===== config.mk =====
export PLATFORM = sky130hd
export DESIGN_NAME = adcif
export DESIGN_NICKNAME = d
export VERILOG_FILES = /design/src/rtl/adcif_pkg.sv /design/src/rtl/adcif_i2s_rx_sync.sv /design/src/rtl/adcif.sv
export SDC_FILE = /design/constraint.sdc
export NUM_CORES = 1
export LEC_CHECK = 0
export ABC_AREA = 1
export ABC_CLOCK_PERIOD_IN_PS = 4800
export CAP_MARGIN = 30
export CORE_ASPECT_RATIO = 1.4
export CORE_MARGIN = 1.5
export CORE_UTILIZATION = 50
export CTS_CLUSTER_SIZE = 10
export DETAILED_ROUTE_END_ITERATION = 6
export GPL_TIMING_DRIVEN = 1
export PLACE_DENSITY = 0.71
export SLEW_MARGIN = 20
export SYNTH_ARGS = -nofsm -noshare
export SYNTH_HDL_FRONTEND = slang
export SYNTH_HIERARCHICAL = 1
export SYNTH_SLANG_ARGS = --single-unit

===== constraint.sdc =====
create_clock -name clk -period 4.8 [get_ports clk]
set_input_delay 1.2 -clock clk [delete_from_list [all_inputs] [get_ports clk]]
set_output_delay 1.2 -clock clk [all_outputs]
set_load 0.005 [all_outputs]

===== src/rtl/adcif_pkg.sv =====
// Shared definitions for the I2S ADC receiver: sample width, bit counter
// width, receive FSM states and the saturating bit-counter helper.
`timescale 1ns/1ps
package adcif_pkg;

   localparam int SAMPLE_W = 24;
   localparam int CNT_W    = 5;

   // Counter value once a full sample has been packed, and MSB bit position
   localparam logic [CNT_W-1:0] CNT_FULL = CNT_W'(SAMPLE_W);
   localparam logic [CNT_W-1:0] MSB_POS  = CNT_W'(SAMPLE_W - 1);

   typedef enum logic [1:0] {
      WAIT_SYNC = 2'd0,
      RX_LEFT   = 2'd1,
      RX_RIGHT  = 2'd2
   } adcif_state_t;

   // Bit counter advance: stops at CNT_FULL so that long slots cannot wrap
   function automatic logic [CNT_W-1:0] cnt_next(input logic [CNT_W-1:0] c);
      logic [CNT_W-1:0] n;
      n = (c < CNT_FULL) ? c + CNT_W'(1) : c;
      return n;
   endfunction

endpackage


===== src/rtl/adcif_i2s_rx_sync.sv =====
// Synchroniser for an externally clocked I2S stream. BCK, LRCK and DATA run
// through identical flop chains; one extra BCK flop gives rising-edge
// detection. The rise pulse and the LRCK/DATA values taken from the same
// stage as the synchronised BCK are registered together, so a consumer sees
// a one-cycle strobe with its matching LRCK and DATA.
`timescale 1ns/1ps
module i2s_rx_sync #(
   parameter int SYNC_STAGES = 2
) (
   input  logic clk,
   input  logic rst,
   input  logic i_bck,
   input  logic i_lrck,
   input  logic i_data,
   output logic o_bck_rise,
   output logic o_lrck,
   output logic o_data
);

   logic [SYNC_STAGES-1:0] r_bck_sr;
   logic [SYNC_STAGES-1:0] r_lrck_sr;
   logic [SYNC_STAGES-1:0] r_data_sr;
   logic                   r_bck_d;
   logic                   r_bck_rise;
   logic                   r_lrck;
   logic                   r_data;
   logic                   w_bck_sync;
   logic                   w_lrck_sync;
   logic                   w_data_sync;

   assign w_bck_sync  = r_bck_sr[SYNC_STAGES-1];
   assign w_lrck_sync = r_lrck_sr[SYNC_STAGES-1];
   assign w_data_sync = r_data_sr[SYNC_STAGES-1];

   // Metastability chains: shift each asynchronous input into the clk domain
   always_ff @(posedge clk or posedge rst) begin
      if (rst) begin
         r_bck_sr  <= '0;
         r_lrck_sr <= '0;
         r_data_sr <= '0;
      end else begin
         r_bck_sr  <= {r_bck_sr[SYNC_STAGES-2:0], i_bck};
         r_lrck_sr <= {r_lrck_sr[SYNC_STAGES-2:0], i_lrck};
         r_data_sr <= {r_data_sr[SYNC_STAGES-2:0], i_data};
      end
   end

   // Edge detect on synchronised BCK; register the pulse with aligned LRCK/DATA
   always_ff @(posedge clk or posedge rst) begin
      if (rst) begin
         r_bck_d    <= 1'b0;
         r_bck_rise <= 1'b0;
         r_lrck     <= 1'b0;
         r_data     <= 1'b0;
      end else begin
         r_bck_d    <= w_bck_sync;
         r_bck_rise <= w_bck_sync & ~r_bck_d;
         r_lrck     <= w_lrck_sync;
         r_data     <= w_data_sync;
      end
   end

   assign o_bck_rise = r_bck_rise;
   assign o_lrck     = r_lrck;
   assign o_data     = r_data;

endmodule


===== src/rtl/adcif.sv =====
// I2S receiver for the ADC/line-in path. Deserialises 24-bit left/right
// words from an externally mastered I2S stream and presents each stereo pair
// with a one-cycle sample_valid strobe. Words shorter than 24 bits are
// left-justified and flagged through short_word.
`timescale 1ns/1ps
module adcif
   import adcif_pkg::*;
#(
   parameter int SYNC_STAGES = 2
) (
   input  logic                clk,
   input  logic                rst,
   input  logic                i_i2s_lrck,
   input  logic                i_i2s_bck,
   input  logic                i_i2s_data,
   output logic [SAMPLE_W-1:0] o_left_data,
   output logic [SAMPLE_W-1:0] o_right_data,
   output logic                o_sample_valid,
   output logic                o_short_word
);

   logic                w_rise;
   logic                w_lrck;
   logic                w_bit;
   logic                w_proc;
   logic                w_last;
   logic [CNT_W-1:0]    w_pos;
   logic [SAMPLE_W-1:0] w_word;
   logic                w_short;

   adcif_state_t        r_state;
   adcif_state_t        w_state_nxt;
   logic                w_latch_left;
   logic                w_emit;
   logic                w_clear;

   logic                r_primed;
   logic                r_lrck_prev;
   logic [CNT_W-1:0]    r_cnt;
   logic [SAMPLE_W-1:0] r_word;
   logic [SAMPLE_W-1:0] r_hold_left;
   logic                r_hold_short;
   logic [SAMPLE_W-1:0] r_left_data;
   logic [SAMPLE_W-1:0] r_right_data;
   logic                r_sample_valid;
   logic                r_short_word;

   i2s_rx_sync #(
      .SYNC_STAGES (SYNC_STAGES)
   ) u_sync (
      .clk        (clk),
      .rst        (rst),
      .i_bck      (i_i2s_bck),
      .i_lrck     (i_i2s_lrck),
      .i_data     (i_i2s_data),
      .o_bck_rise (w_rise),
      .o_lrck     (w_lrck),
      .o_data     (w_bit)
   );

   // The first rise after reset only establishes lrck_prev; an LRCK change
   // at a rise marks that rise's bit as the last bit of the previous channel.
   assign w_proc = w_rise & r_primed;
   assign w_last = w_proc & (w_lrck != r_lrck_prev);
   assign w_pos  = MSB_POS - r_cnt;

   // Current word including this rise's bit, MSB first, extra bits dropped
   always_comb begin
      w_word = r_word;
      if (r_cnt < CNT_FULL) begin
         w_word[w_pos] = w_bit;
      end
   end

   // A word is short when fewer than SAMPLE_W bits arrived, counting this one
   assign w_short = (cnt_next(r_cnt) < CNT_FULL);

   // FSM state register
   always_ff @(posedge clk or posedge rst) begin
      if (rst) begin
         r_state <= WAIT_SYNC;
      end else begin
         r_state <= w_state_nxt;
      end
   end

   // Next-state and per-rise control strobes
   always_comb begin
      w_state_nxt  = r_state;
      w_latch_left = 1'b0;
      w_emit       = 1'b0;
      w_clear      = 1'b0;
      case (r_state)
         WAIT_SYNC: begin
            // A falling LRCK starts a left word; its bit is the tail of an
            // unseen right word and is discarded.
            if (w_proc && r_lrck_prev && !w_lrck) begin
               w_state_nxt = RX_LEFT;
               w_clear     = 1'b1;
            end
         end
         RX_LEFT: begin
            if (w_last) begin
               w_state_nxt  = RX_RIGHT;
               w_latch_left = 1'b1;
               w_clear      = 1'b1;
            end
         end
         RX_RIGHT: begin
            if (w_last) begin
               w_state_nxt = RX_LEFT;
               w_emit      = 1'b1;
               w_clear     = 1'b1;
            end
         end
         default: begin
            w_state_nxt = WAIT_SYNC;
         end
      endcase
   end

   // Bit packing, left-word holding register and output registers
   always_ff @(posedge clk or posedge rst) begin
      if (rst) begin
         r_primed       <= 1'b0;
         r_lrck_prev    <= 1'b0;
         r_cnt          <= '0;
         r_word         <= '0;
         r_hold_left    <= '0;
         r_hold_short   <= 1'b0;
         r_left_data    <= '0;
         r_right_data   <= '0;
         r_sample_valid <= 1'b0;
         r_short_word   <= 1'b0;
      end else begin
         r_sample_valid <= 1'b0;
         r_short_word   <= 1'b0;
         if (w_rise) begin
            r_primed    <= 1'b1;
            r_lrck_prev <= w_lrck;
         end
         if (w_proc) begin
            if (w_clear) begin
               r_cnt  <= '0;
               r_word <= '0;
            end else begin
               r_cnt  <= cnt_next(r_cnt);
               r_word <= w_word;
            end
         end
         if (w_latch_left) begin
            r_hold_left  <= w_word;
            r_hold_short <= w_short;
         end
         if (w_emit) begin
            r_left_data    <= r_hold_left;
            r_right_data   <= w_word;
            r_short_word   <= r_hold_short | w_short;
            r_sample_valid <= 1'b1;
         end
      end
   end

   assign o_left_data    = r_left_data;
   assign o_right_data   = r_right_data;
   assign o_sample_valid = r_sample_valid;
   assign o_short_word   = r_short_word;

endmodule


==> metrics.cfg <==
[run]
drv_cap = 0

[clock_network]
numCtsBuffers = 17
cts.sink_count = 118
cts_buffer_depth = 2
cts_tree = done
clk_pin_slew_ns = 0.05
cts_root_buffer = clkbuf_16
cts_hold_buf = 0
clk-insertion-delay-late_ns = 0.41
cts_setup_buffers = 0
cts_resized = 0
htreeDepth = 4

[floorplan]
core_sq_um = 9953
die_area_sq_um = 10950
fp-row-count = 43
fp.dieH_um = 123.2
initial_core_util_pct = 51.88
chipWidth_um = 88.89
io_pins = 55

[sta]
hold_viol_final = 0
min_period_ns = 2.570
rsz0062_at_grt = false
tns_ns = 0
tightest_slew_ns = 0.8682
finalSetupViolations = 0
relSlewSlack_pct = 42.06
fmax_ghz = 0.3891
post-route-period-util_pct = 53.54
finalMaxSlewViolations = 0
skew_ns = 0.006427

[power]
peakVddDrop_mv = 0.3682
p_leak_nw = 3.096
power_density_nw_per_um2 = 519.8

[placement]
place_congestion = 0.8464
io_buffers = 54
dp_hpwl_mm = 7.011
dpl-instance-area_sq_um = 5720

[yosys]
yosysWarnings = 6
syn_area_sq_um = 5164
ys_seq_elements = 118
yosysTopAreaCell = dfrtp_1
syn_nets = 619
seq_area_frac_synth_pct = 57.18
avgSynthCellArea_sq_um = 8.535
synth_top_area_share_pct = 57.18
synth_cells = 605
ys_async_sr_fraction_pct = 100.0
synth.most_common_cell = nand2_1
synth_common_cells = nand2_1 (242), dfrtp_1 (118), nand3_1 (43)
ys.flop_type = dfrtp_1
synth.area.top_cells = dfrtp_1 (57%), nand2_1 (18%), nand3_1 (4.2%)
synth_edf_count = 0
ys_types = 25

[critical_path]
cp.arrival_ns = 2.85
end_kind = register
cpPeakStageDelay_ns = 0.58
crit_type = reg -> reg
cp-start-kind = register
critPathMaxFanout = 35
crit_family = simple AND/OR/NAND/NOR gates
worst-r2r-setup-slack_ns = 2.23
cpMaxStageDelayCell = nor2_4
path_buf_inv = 2
crit_chain = nand2_2, inv_4, nand3_4, nor2_4, inv_2, nand2_1, o21ai_0
required_ns = 5.08

[final_layout]
areaGrowthSynthToFinish_pct = 22.44
fin_nets = 662
multi_input_area_sq_um = 1858
drive_gt1_share_pct = 6.980
regArea_sq_um = 2953
n_antenna_cell = 0
fin_area_sq_um = 6322
fillers = 845

[global_route]
grt_antenna_before_repair = 0
grt_max_degree = 74
grt_pass1_vias = 3917
grt_pass1_wl_mm = 18.46
track_usage_pct = 22.56
overflow = 0

[routing]
drt_iter0_markers = 355
firstDrtPassIters = 5
vias_per_cell = 5.180
wl_mm = 11.11
wl_per_cell_um = 13.99
vias = 4113
ant_nets = 0
drc = 0

[outcome]
status = finished, final reports clean

[hold_path]
hp-class = reg -> reg

flip-flops by register name, indices dropped and copies added (netlist names), 2 cells and up:
register          flops
r_word               24
u_sync/r_data_sr      2
o_right_data         24
r_hold_left          24
o_left_data          24
r_state               2
u_sync/r_lrck_sr      2
u_sync/r_bck_sr       2
r_cnt                 5
per-layer routing:
metal | up-vias | GRT usage (%) | part of all wire (%)
met2 | 124 | 35.84 | 50
met4 | 0 | 9.375 | 1.9
met5 | - | 0 | 0
met1 | 1961 | 28.64 | 44
li1 | 2009 | - | -
met3 | 19 | 6.742 | 4.3
per-stage QoR:
step / worst slack (ns) / utilization, % / hold slack [ns] / total power [mW] / instances
final: 2.230 / 63.52 / 0.3481 / 3.286 / 794
after global routing: 1.981 / 63.52 / 0.3565 / 3.468 / 794
after CTS: 2.211 / 63.37 / 0.3518 / 3.300 / 793
after detailed placement: 2.190 / 57.47 / 0.3357 / 2.033 / 763
after global placement: 2.216 / 57.47 / 0.3349 / 2.001 / 763
after floorplan: 0.7544 / - / 0.3312 / 1.790 / 605
report_power, final:
group          total, mW  internal (mW)  switching, mW
logic              0.744          0.275          0.468
clock network       1.25          0.831          0.422
registers           1.29           1.16          0.127
total               3.29           2.27           1.02
cell families (layout without fill, tap and decap cells):
family                   count (synthesis)  in the layout  synth area share, %
buffers and inverters                   80            134                6.833
adder cells (fa/ha/maj)                  9              9                2.181
AO/OA/AOI/OAI                           63             63                6.130
AND/OR/NAND/NOR                        334            334                27.50
flip-flops                             118            118                57.18
XOR/XNOR                                 1              1               0.1696
path summary, 6_finish.rpt:
kind,startpoint,to,cells after the start
worst max-delay path,u_sync/o_bck_rise,r_hold_short,7
worst min-delay path,u_sync/r_lrck_sr[0],u_sync/r_lrck_sr[1],0
worst max register to register,u_sync/o_bck_rise,r_hold_short,7
worst min register to register,u_sync/r_lrck_sr[0],u_sync/r_lrck_sr[1],0
max in group asynchronous,rst,r_hold_left[0],3
min in group asynchronous,rst,u_sync/r_data_sr[0],2
layout make-up:
cell class | count | share of cell area (%)
clock inverter | 10 | 2.058
tap | 135 | 2.672
multi-input combinational | 407 | 29.39
inverter | 46 | 2.810
timing repair buffer | 58 | 9.143
clock buffer | 20 | 7.223
sequential | 118 | 46.70
cell usage in the layout (no fill, tap or decap), types with 3 or more instances in the layout:
cell	count
nand2_1	242
dfrtp_1	118
clkdlybuf4s50_1	54
nand3_1	43
inv_1	40
o21ai_0	40
nand4_1	23
o21ai_1	18
clkbuf_16	17
nor2_1	16
ha_1	9
clkinv_2	5
nor2_4	4
a21oi_1	4
bufinv_16	3
buf_4	3
No activity file was read; power rests on OpenSTA's default activity.
